<file path="config.mk">
export PLATFORM = sky130hd
export DESIGN_NAME = difftest_step_scheduler
export DESIGN_NICKNAME = d
export VERILOG_FILES = /design/src/rtl/difftest_sched_pkg.sv /design/src/rtl/difftest_step_accum.sv /design/src/rtl/difftest_step_scheduler.sv
export SDC_FILE = /design/constraint.sdc
export NUM_CORES = 1
export LEC_CHECK = 0
export ABC_CLOCK_PERIOD_IN_PS = 9500
export BUFFER_PORTS_ARGS = -buffer_cell sky130_fd_sc_hd__buf_2
export CAP_MARGIN = 0
export CORE_UTILIZATION = 30
export CTS_BUF_LIST = sky130_fd_sc_hd__clkbuf_8
export DETAILED_ROUTE_END_ITERATION = 10
export PLACE_DENSITY = 0.46
export SETUP_SLACK_MARGIN = 0.3
export SYNTH_ARGS = -nofsm -noshare
export SYNTH_HDL_FRONTEND = slang
export SYNTH_SLANG_ARGS = --single-unit
</file>
<file path="constraint.sdc">
create_clock -name clock -period 9.5 [get_ports clock]
set_input_delay 0.95 -clock clock [delete_from_list [all_inputs] [get_ports clock]]
set_output_delay 0.95 -clock clock [all_outputs]
set_load 0.05 [all_outputs]
</file>
<file path="src/rtl/difftest_sched_pkg.sv">
// Shared types and response codes for the difftest step scheduler.
package difftest_sched_pkg;

    typedef enum logic [2:0] {
        ST_INIT     = 3'd0,
        ST_RUN      = 3'd1,
        ST_ISSUE    = 3'd2,
        ST_WAIT_RSP = 3'd3,
        ST_DONE     = 3'd4
    } sched_state_e;

    typedef enum logic [2:0] {
        CAUSE_NONE       = 3'd0,
        CAUSE_FAIL       = 3'd1,
        CAUSE_GCPT       = 3'd2,
        CAUSE_MAX_CYCLES = 3'd3,
        CAUSE_ACC_OVF    = 3'd4
    } done_cause_e;

    localparam logic [31:0] RSP_PASS = 32'h0000_0000;
    localparam logic [31:0] RSP_GCPT = 32'h0000_00FF;

endpackage

</file>
<file path="src/rtl/difftest_step_accum.sv">
// Step accumulator with idle timer; flags batch-ready (threshold or flush timeout) and overflow.
// Combinational decision on acc+step this cycle; clr_i zeroes acc and timer on the issue cycle.
module difftest_step_accum
    import difftest_sched_pkg::*;
#(
    parameter int STEP_WIDTH = 8,
    parameter int CNT_WIDTH  = 16,
    parameter int TO_WIDTH   = 16
) (
    input  logic                  clock,
    input  logic                  reset,
    input  logic                  en_i,
    input  logic                  clr_i,
    input  logic [STEP_WIDTH-1:0] step_i,
    input  logic [CNT_WIDTH-1:0]  batch_thresh_i,
    input  logic [TO_WIDTH-1:0]   flush_timeout_i,
    output logic [CNT_WIDTH-1:0]  acc_count_o,
    output logic                  overflow_o,
    output logic                  flush_o
);

    logic [CNT_WIDTH-1:0] acc_q, acc_d;
    logic [TO_WIDTH-1:0]  idle_q, idle_d;
    logic [CNT_WIDTH:0]   acc_next;
    logic [CNT_WIDTH:0]   eff_thresh;
    logic                 thresh_hit;
    logic                 timeout_hit;

    // One extra bit so a wrap past the count width is visible as overflow.
    assign acc_next    = {1'b0, acc_q} + {{(CNT_WIDTH + 1 - STEP_WIDTH){1'b0}}, step_i};
    assign eff_thresh  = {1'b0, (batch_thresh_i == '0) ? CNT_WIDTH'(1) : batch_thresh_i};
    assign thresh_hit  = acc_next >= eff_thresh;
    assign timeout_hit = (flush_timeout_i != '0) && (idle_q >= flush_timeout_i)
                         && (acc_next != '0);

    assign acc_count_o = acc_next[CNT_WIDTH-1:0];
    assign overflow_o  = acc_next[CNT_WIDTH];
    assign flush_o     = thresh_hit || timeout_hit;

    always_comb begin
        acc_d  = acc_q;
        idle_d = idle_q;
        if (en_i) begin
            if (clr_i) begin
                acc_d  = '0;
                idle_d = '0;
            end else begin
                acc_d = acc_next[CNT_WIDTH-1:0];
                if (acc_q == '0) begin
                    idle_d = '0;
                end else if (idle_q != '1) begin
                    idle_d = idle_q + TO_WIDTH'(1);
                end
            end
        end
    end

    always_ff @(posedge clock) begin
        if (!reset) begin
            acc_q  <= '0;
            idle_q <= '0;
        end else begin
            acc_q  <= acc_d;
            idle_q <= idle_d;
        end
    end

endmodule

</file>
<file path="src/rtl/difftest_step_scheduler.sv">
// Batches per-cycle commit steps into one-outstanding checker requests and tracks termination.
// Request issues the cycle after the batch decision; payload holds until req_valid && req_ready.
module difftest_step_scheduler
    import difftest_sched_pkg::*;
#(
    parameter int STEP_WIDTH = 8,
    parameter int CNT_WIDTH  = 16,
    parameter int TO_WIDTH   = 16
) (
    input  logic                  clock,
    input  logic                  reset,
    input  logic [STEP_WIDTH-1:0] step_in,
    input  logic [63:0]           max_cycles,
    input  logic [CNT_WIDTH-1:0]  batch_thresh,
    input  logic [TO_WIDTH-1:0]   flush_timeout,
    output logic                  init_valid,
    output logic                  req_valid,
    input  logic                  req_ready,
    output logic [CNT_WIDTH-1:0]  req_count,
    output logic [63:0]           req_cycle,
    input  logic                  rsp_valid,
    input  logic [31:0]           rsp_code,
    output logic [63:0]           n_cycles,
    output logic                  done,
    output logic [2:0]            done_cause
);

    sched_state_e         state_q, state_d;
    done_cause_e          cause_q, cause_d;
    logic [63:0]          n_cycles_q, n_cycles_d;
    logic [CNT_WIDTH-1:0] req_count_q, req_count_d;
    logic [63:0]          req_cycle_q, req_cycle_d;

    logic [CNT_WIDTH-1:0] acc_count;
    logic                 acc_ovf;
    logic                 acc_flush;
    logic                 acc_en;
    logic                 issue;
    logic                 ev_rsp;
    logic                 ev_fail;
    logic                 ev_gcpt;
    logic                 ev_max;

    assign acc_en  = (state_q != ST_DONE);
    assign ev_rsp  = (state_q == ST_WAIT_RSP) && rsp_valid;
    assign ev_fail = ev_rsp && (rsp_code != RSP_PASS) && (rsp_code != RSP_GCPT);
    assign ev_gcpt = ev_rsp && (rsp_code == RSP_GCPT);
    assign ev_max  = (max_cycles != 64'd0) && (n_cycles_q >= max_cycles);

    difftest_step_accum #(
        .STEP_WIDTH (STEP_WIDTH),
        .CNT_WIDTH  (CNT_WIDTH),
        .TO_WIDTH   (TO_WIDTH)
    ) u_accum (
        .clock           (clock),
        .reset           (reset),
        .en_i            (acc_en),
        .clr_i           (issue),
        .step_i          (step_in),
        .batch_thresh_i  (batch_thresh),
        .flush_timeout_i (flush_timeout),
        .acc_count_o     (acc_count),
        .overflow_o      (acc_ovf),
        .flush_o         (acc_flush)
    );

    always_comb begin
        state_d = state_q;
        cause_d = cause_q;
        issue   = 1'b0;
        if (state_q != ST_DONE) begin
            // Termination priority: fail > gcpt_limit > acc_overflow > max_cycles.
            if (ev_fail) begin
                state_d = ST_DONE;
                cause_d = CAUSE_FAIL;
            end else if (ev_gcpt) begin
                state_d = ST_DONE;
                cause_d = CAUSE_GCPT;
            end else if (acc_ovf) begin
                state_d = ST_DONE;
                cause_d = CAUSE_ACC_OVF;
            end else if (ev_max) begin
                state_d = ST_DONE;
                cause_d = CAUSE_MAX_CYCLES;
            end else begin
                case (state_q)
                    ST_INIT:     state_d = ST_RUN;
                    ST_RUN: begin
                        if (acc_flush) begin
                            state_d = ST_ISSUE;
                            issue   = 1'b1;
                        end
                    end
                    ST_ISSUE:    if (req_ready) state_d = ST_WAIT_RSP;
                    ST_WAIT_RSP: if (rsp_valid) state_d = ST_RUN;
                    default:     state_d = state_q;
                endcase
            end
        end
    end

    always_comb begin
        n_cycles_d  = n_cycles_q;
        req_count_d = req_count_q;
        req_cycle_d = req_cycle_q;
        // The counter stops on the cycle that decides DONE, so it reports the terminating cycle.
        if (state_q != ST_DONE && state_d != ST_DONE) begin
            n_cycles_d = n_cycles_q + 64'd1;
        end
        if (issue) begin
            req_count_d = acc_count;
            req_cycle_d = n_cycles_q;
        end
    end

    always_ff @(posedge clock) begin
        if (!reset) begin
            state_q     <= ST_INIT;
            cause_q     <= CAUSE_NONE;
            n_cycles_q  <= '0;
            req_count_q <= '0;
            req_cycle_q <= '0;
        end else begin
            state_q     <= state_d;
            cause_q     <= cause_d;
            n_cycles_q  <= n_cycles_d;
            req_count_q <= req_count_d;
            req_cycle_q <= req_cycle_d;
        end
    end

    // Gated by reset so the pulse only appears on the first cycle out of reset.
    assign init_valid = (state_q == ST_INIT) && reset;
    assign req_valid  = (state_q == ST_ISSUE);
    assign req_count  = req_count_q;
    assign req_cycle  = req_cycle_q;
    assign n_cycles   = n_cycles_q;
    assign done       = (state_q == ST_DONE);
    assign done_cause = cause_q;

endmodule

</file>
Word-level counts from Yosys, hierarchy flattened
Cells that the tools add are included.
{"block": "totals", "output_inout_bits": 150, "input_bits": 140, "regBits": 182, "elab_cells": 68}
{"block": "op_classes", "n_addsub": 3, "eq_ne": 9, "n_reduce_logical": 21, "order_cmp": 3, "muxes": 25}
{"cell": "$mux 16", "n": 5}
{"cell": "$add 64x1->64 const B", "n": 1}
{"cell": "$ge 64x64->1", "n": 1}
{"cell": "$reduce_bool 64->1", "n": 1}
{"cell": "$mux 3", "n": 12}
{"cell": "$eq 32x8->1 const B", "n": 1}
{"cell": "$logic_not 16->1", "n": 2}
{"cell": "$ne 32x8->1 const B", "n": 1}
{"cell": "$reduce_bool 32->1", "n": 1}
{"cell": "$add 16x8->17", "n": 1}
{"cell": "$ge 17x16->1", "n": 1}
{"cell": "$reduce_bool 17->1", "n": 1}
{"cell": "$add 16x1->16 const B", "n": 1}
{"cell": "$ge 16x16->1", "n": 1}
{"cell": "$ne 16x16->1 const B", "n": 1}
{"cell": "$reduce_bool 16->1", "n": 1}
{"cell": "$pmux 3 s4", "n": 1}
{"cell": "$logic_and 1x1->1", "n": 9}
{"cell": "$mux 1", "n": 7}
{"cell": "$eq 3x2->1 const B", "n": 2}
{"cell": "$ne 3x3->1 const B", "n": 2}
{"cell": "$reduce_and 2->1", "n": 2}
{"cell": "$reduce_bool 4->1", "n": 1}
{"cell": "$eq 3x1->1 const B", "n": 1}
{"cell": "other kinds (4)", "n": 4}

Longest topological paths before layout
{"block": "depth", "ltp_word": 13, "depth_mapped": 19, "ltp_nobuf": 16}

Modules after synthesis
From an unflattened synthesis, not the netlist that was laid out.
{"block": "unflattened", "hier_cells": 1431, "hier_area_um2": 11274.6}
{"module": "difftest_step_scheduler", "seq_area_each_um2": 3002.9, "cells_per_inst": 1036, "instances": 1, "area_each_um2": 8171.6}
{"module": "difftest_step_accum", "seq_area_each_um2": 640.6, "cells_per_inst": 395, "instances": 1, "area_each_um2": 3103.0}

Least setup slack after synthesis
OpenSTA, ideal clock, no wires.
{"block": "synth_path", "kind": "input port to flip-flop", "start": "input step_in[0]", "end": "register u_accum.idle_q[11]", "t_arrival_ps": 4381, "cell_stages": 16, "setup_ps": 70, "slack_ps": 5048, "required_time_ps": 9430, "cell_sequence": "ha_1 fa_1 a211oi_1 o211ai_1 nand2_1 xnor2_1 ha_1 a21o_1 a21o_1 a21oi_1 nand3_1 o211a_1 o211a_1 buf_2 or4_1 a21oi_1"}
{"block": "synth_via", "elab_chain_len": 13, "elab_cells_between_ends": 15, "cone_classes": "add/sub: 1; order compare: 1; mux: 8; reduce/logical: 5"}
{"item": "start, declared", "line": "difftest_step_scheduler.sv:12", "source": "input logic [STEP_WIDTH-1:0] step_in,"}
{"item": "$add 16x8->17 *", "line": "difftest_step_accum.sv:30", "source": "assign acc_next = {1'b0, acc_q} + {{(CNT_WIDTH + 1 - STEP_WIDTH){1'b0}}, step_i};"}
{"item": "net acc_count[10]", "line": "difftest_step_scheduler.sv:34", "source": "logic [CNT_WIDTH-1:0] acc_count;"}
{"item": "branches (longest 2 deep; another with $ge 17x16->1)"}
{"item": "$logic_or 1x1->1 *", "line": "difftest_step_accum.sv:38", "source": "assign flush_o = thresh_hit || timeout_hit;"}
{"item": "$mux 1 *", "line": "difftest_step_scheduler.sv:89", "source": "if (acc_flush) begin"}
{"item": "$mux 1 *", "line": "difftest_step_scheduler.sv:86", "source": "case (state_q)"}
{"item": "$mux 1 *", "line": "difftest_step_scheduler.sv:82", "source": "end else if (ev_max) begin"}
{"item": "$mux 1 *", "line": "difftest_step_scheduler.sv:79", "source": "end else if (acc_ovf) begin"}
{"item": "$mux 1 *", "line": "difftest_step_scheduler.sv:76", "source": "end else if (ev_gcpt) begin"}
{"item": "$mux 1 *", "line": "difftest_step_scheduler.sv:73", "source": "if (ev_fail) begin"}
{"item": "$mux 1 *", "line": "difftest_step_scheduler.sv:71", "source": "if (state_q != ST_DONE) begin"}
{"item": "$reduce_bool 3->1 (no line)"}
{"item": "$reduce_and 2->1 (no line)"}
{"item": "end signal, assigned", "line": "difftest_step_accum.sv:64", "source": "idle_q <= idle_d;"}
{"item": "end, declared", "line": "difftest_step_accum.sv:23", "source": "logic [TO_WIDTH-1:0] idle_q, idle_d;"}
Mark *: on every way through the listed nets, which the timed path passes.
A chain may end at the register's enable or synchronous reset.

Worst setup path in the final report
{"block": "layout_path", "start": "input step_in[0]", "end": "register u_accum.idle_q[6]"}
The elaborated chain is that of the path after synthesis.

==> flow_metrics.py <==
metrics = {
    "timing": {
        "maxSlewHeadroom_pct": 30.75,
        "rsz0062_at_grt": "false",
        "finalHoldViolCount": 0,
        "post-route-period-util_pct": 54.28,
        "finClkSkew_ns": 0.01757,
        "max_freq_ghz": 0.1939,
        "finalCriticalPeriod_ns": 5.157,
        "tightest_slew_ns": 1.039,
        "setup_viol_count_final": 0,
        "setup_tns_ns": 0,
        "slew_viol_final": 0,
    },
    "clock_tree": {
        "cts_tree": "done",
        "post_cts_resized": 0,
        "cts_made_buffers": 17,
        "root_buffer": "clkbuf_8",
        "clk_pin_slew_ns": 0.10,
        "clockBufferDepth": 2,
        "clkSinkCount": 182,
        "cts_max_level": 4,
        "post_cts_buffers": 0,
        "clk_latency_ns": 0.49,
        "hold_buffers": 0,
    },
    "yosys": {
        "synth_area_mm2": 0.01130,
        "yosysWarningCount": 0,
        "syn_area_per_cell_um2": 8.178,
        "ys_seq_elements": 182,
        "ys_types": 63,
        "synth_edf_count": 0,
        "async_flop_share_pct": 0,
        "synth-main-ff-cell": "dfxtp_1",
        "syn_nets": 1629,
        "ys_seq_area_share_pct": 32.24,
        "syn_inst": 1382,
    },
    "routing": {
        "via_count": 10750,
        "wl_met2_um": 18340,
        "dr.pass1.iters": 5,
        "drc": 0,
        "detail_route.wl_per_cell_um": 17.65,
        "top_layer": "met5",
        "wl_met1_um": 17290,
        "wl_met3_um": 1855,
        "viasPerCell": 4.983,
        "drtIter0Drc": 522,
        "drt-total-wl_um": 38080,
        "ant_nets": 0,
    },
    "critical_path": {
        "worstPathMaxFanout": 44,
        "critical_path_class": "in -> reg",
        "start_kind": "input port",
        "end_kind": "flip-flop",
        "crit_required_ns": 9.92,
        "arrival_ns": 5.58,
    },
    "finish": {
        "fillers": 3869,
        "final_common_cell": "buf_2",
        "drive_gt1_share_pct": 20.80,
        "final_cell_mix": "buf_2, dfxtp_1, nand2_1, nor2_1, mux2i_1",
        "syn_to_final_growth_pct": 20.77,
        "final_nets": 1883,
        "fin_cells": 2158,
    },
    "global_route": {
        "grt_antenna_before_repair": 7,
        "grt_max_degree": 86,
        "grt_pass1_vias": 10520,
        "grt_first_pass_wirelength_um": 59280,
        "grtUsageTotal_pct": 19.84,
        "gr-total-overflow": 0,
    },
    "power": {
        "p_leak_nw": 6.663,
        "pwr-share-seq_pct": 44.8,
        "share_comb_of_total_power_pct": 22.9,
        "p_int_mw": 1.216,
        "ir_drop_v": 0.00007773,
        "swShare_pct": 32.77,
        "p_sw_mw": 0.5928,
        "power_density_mw_per_mm2": 132.5,
        "clkPwrFrac_pct": 32.3,
    },
    "floorplanning": {
        "die_x_um": 196.1,
        "fp-row-count": 70,
        "io_pins": 290,
        "die_area_mm2": 0.03845,
        "floorplan.initialDensity_pct": 30.65,
        "core_mm2": 0.03687,
        "fp.dieH_um": 196.1,
    },
    "status": {
        "status": "complete, no violations",
    },
    "placed_design": {
        "dpl.cell_count": 2121,
        "place_congestion": 0.8319,
        "place.port_buffers": 289,
        "dp_hpwl_um": 28830,
    },
    "flow_run": {
        "drv_cap": 0,
    },
    "min_path": {
        "hp-class": "reg -> reg",
    },
}
[final timing paths]
path                     from           endpoint  slack, ns  depth (start not counted)
max                step_in[0]  u_accum.idle_q[6]       4.34                         17
min              req_count[8]       req_count[8]       0.46                          2
max reg2reg  u_accum.acc_q[0]  u_accum.idle_q[6]       4.55                         16
min reg2reg      req_count[8]       req_count[8]       0.46                          2
[metal layers]
metal / vias up / global-route usage (%)
met3: 31 / 4.470
met5: - / 0
met2: 225 / 33.89
met4: 4 / 5.469
li1: 5458 / -
met1: 5036 / 24.92
[per-stage QoR]
stage	cell area, um2	hold WS, ns	util, %	setup slack [ns]	power, mW
after floorplan	11300	0.4483	-	5.048	1.108
final	13650	0.4567	37.02	4.343	1.809
after CTS	13640	0.4611	36.98	4.414	1.839
after global placement	13210	0.4465	35.84	3.913	1.240
after detailed placement	13210	0.4474	35.84	3.853	1.241
after global routing	13640	0.5119	37.00	4.072	1.913
[registers in the layout, indices dropped and copies added (netlist names)]
name	cells
done_cause	3
n_cycles	64
req_count	16
u_accum.idle_q	16
u_accum.acc_q	16
state_q	3
req_cycle	64
[worst max-delay path: stages]
cell	delay, ns
buf_2	0.10
ha_1	0.24
fa_1	0.44
a211oi_1	0.32
o211ai_1	0.24
nand4_1	0.22
xor2_1	0.24
inv_1	0.10
ha_1	0.32
a21o_1	0.18
a21oi_1	0.18
nand3_1	0.10
o211a_1	0.26
o211a_4	0.49
buf_4	0.44
or4_1	0.58
a21oi_1	0.13
[synth_stat cells (4+ instances only)]
| cell | number | area [um2] |
|---|---|---|
| a2bb2oi_1 | 7 | 61.31 |
| and2_1 | 7 | 43.79 |
| nor3_1 | 20 | 100.1 |
| and4_1 | 6 | 52.55 |
| o31ai_1 | 12 | 90.09 |
| a21oi_1 | 71 | 355.3 |
| or4_1 | 23 | 172.7 |
| o211ai_1 | 15 | 112.6 |
| o21ai_0 | 21 | 105.1 |
| nand2b_1 | 46 | 287.8 |
| clkbuf_1 | 46 | 172.7 |
| a21o_1 | 11 | 82.58 |
| or2_2 | 4 | 25.02 |
| and3_1 | 20 | 125.1 |
| xor2_1 | 8 | 70.07 |
| a211oi_1 | 19 | 142.6 |
| o21a_1 | 4 | 30.03 |
| nand2_1 | 148 | 555.5 |
| inv_1 | 116 | 435.4 |
| mux2i_1 | 120 | 1201 |
| or3_1 | 7 | 43.79 |
| o22ai_1 | 6 | 37.54 |
| nor2b_1 | 4 | 25.02 |
| a31oi_1 | 6 | 37.54 |
| dfxtp_1 | 182 | 3643 |
| nand4_1 | 56 | 350.3 |
| buf_2 | 15 | 75.07 |
| ha_1 | 106 | 1326 |
| nand3_1 | 50 | 250.2 |
| nor4_1 | 44 | 275.3 |
| nor2_1 | 125 | 469.2 |
| xnor2_1 | 10 | 87.58 |
[power by group through the flow]
stage	combinational [mW]	clock, mW	sequential, mW
detailed placement	0.414	0	0.828
global placement	0.412	0	0.828
global route	0.466	0.633	0.814
floorplan	0.289	0	0.819
finish	0.414	0.585	0.810
CTS	0.416	0.613	0.810
[area by class of cell]
cell class              count  area [um2]  area share [%]
diodes                      5       12.51         0.09167
clock buffers              18       247.7           1.815
clock inverters            14       175.2           1.283
inverters                 116       437.9           3.208
multi-input cells        1021        6985           51.18
flip-flops and latches    182        3643           26.69
well taps                 504       630.6           4.620
repair buffers            298        1516           11.11
[cell families after synthesis]
group	Yosys count	synth area share, %
flops	182	32.24
buf+inv	179	6.177
simple gates	575	25.77
compound gates	201	11.88
fa+ha+maj	107	11.91
mux	120	10.63
xor+xnor	18	1.395
Power figures use the tool's default switching activity.
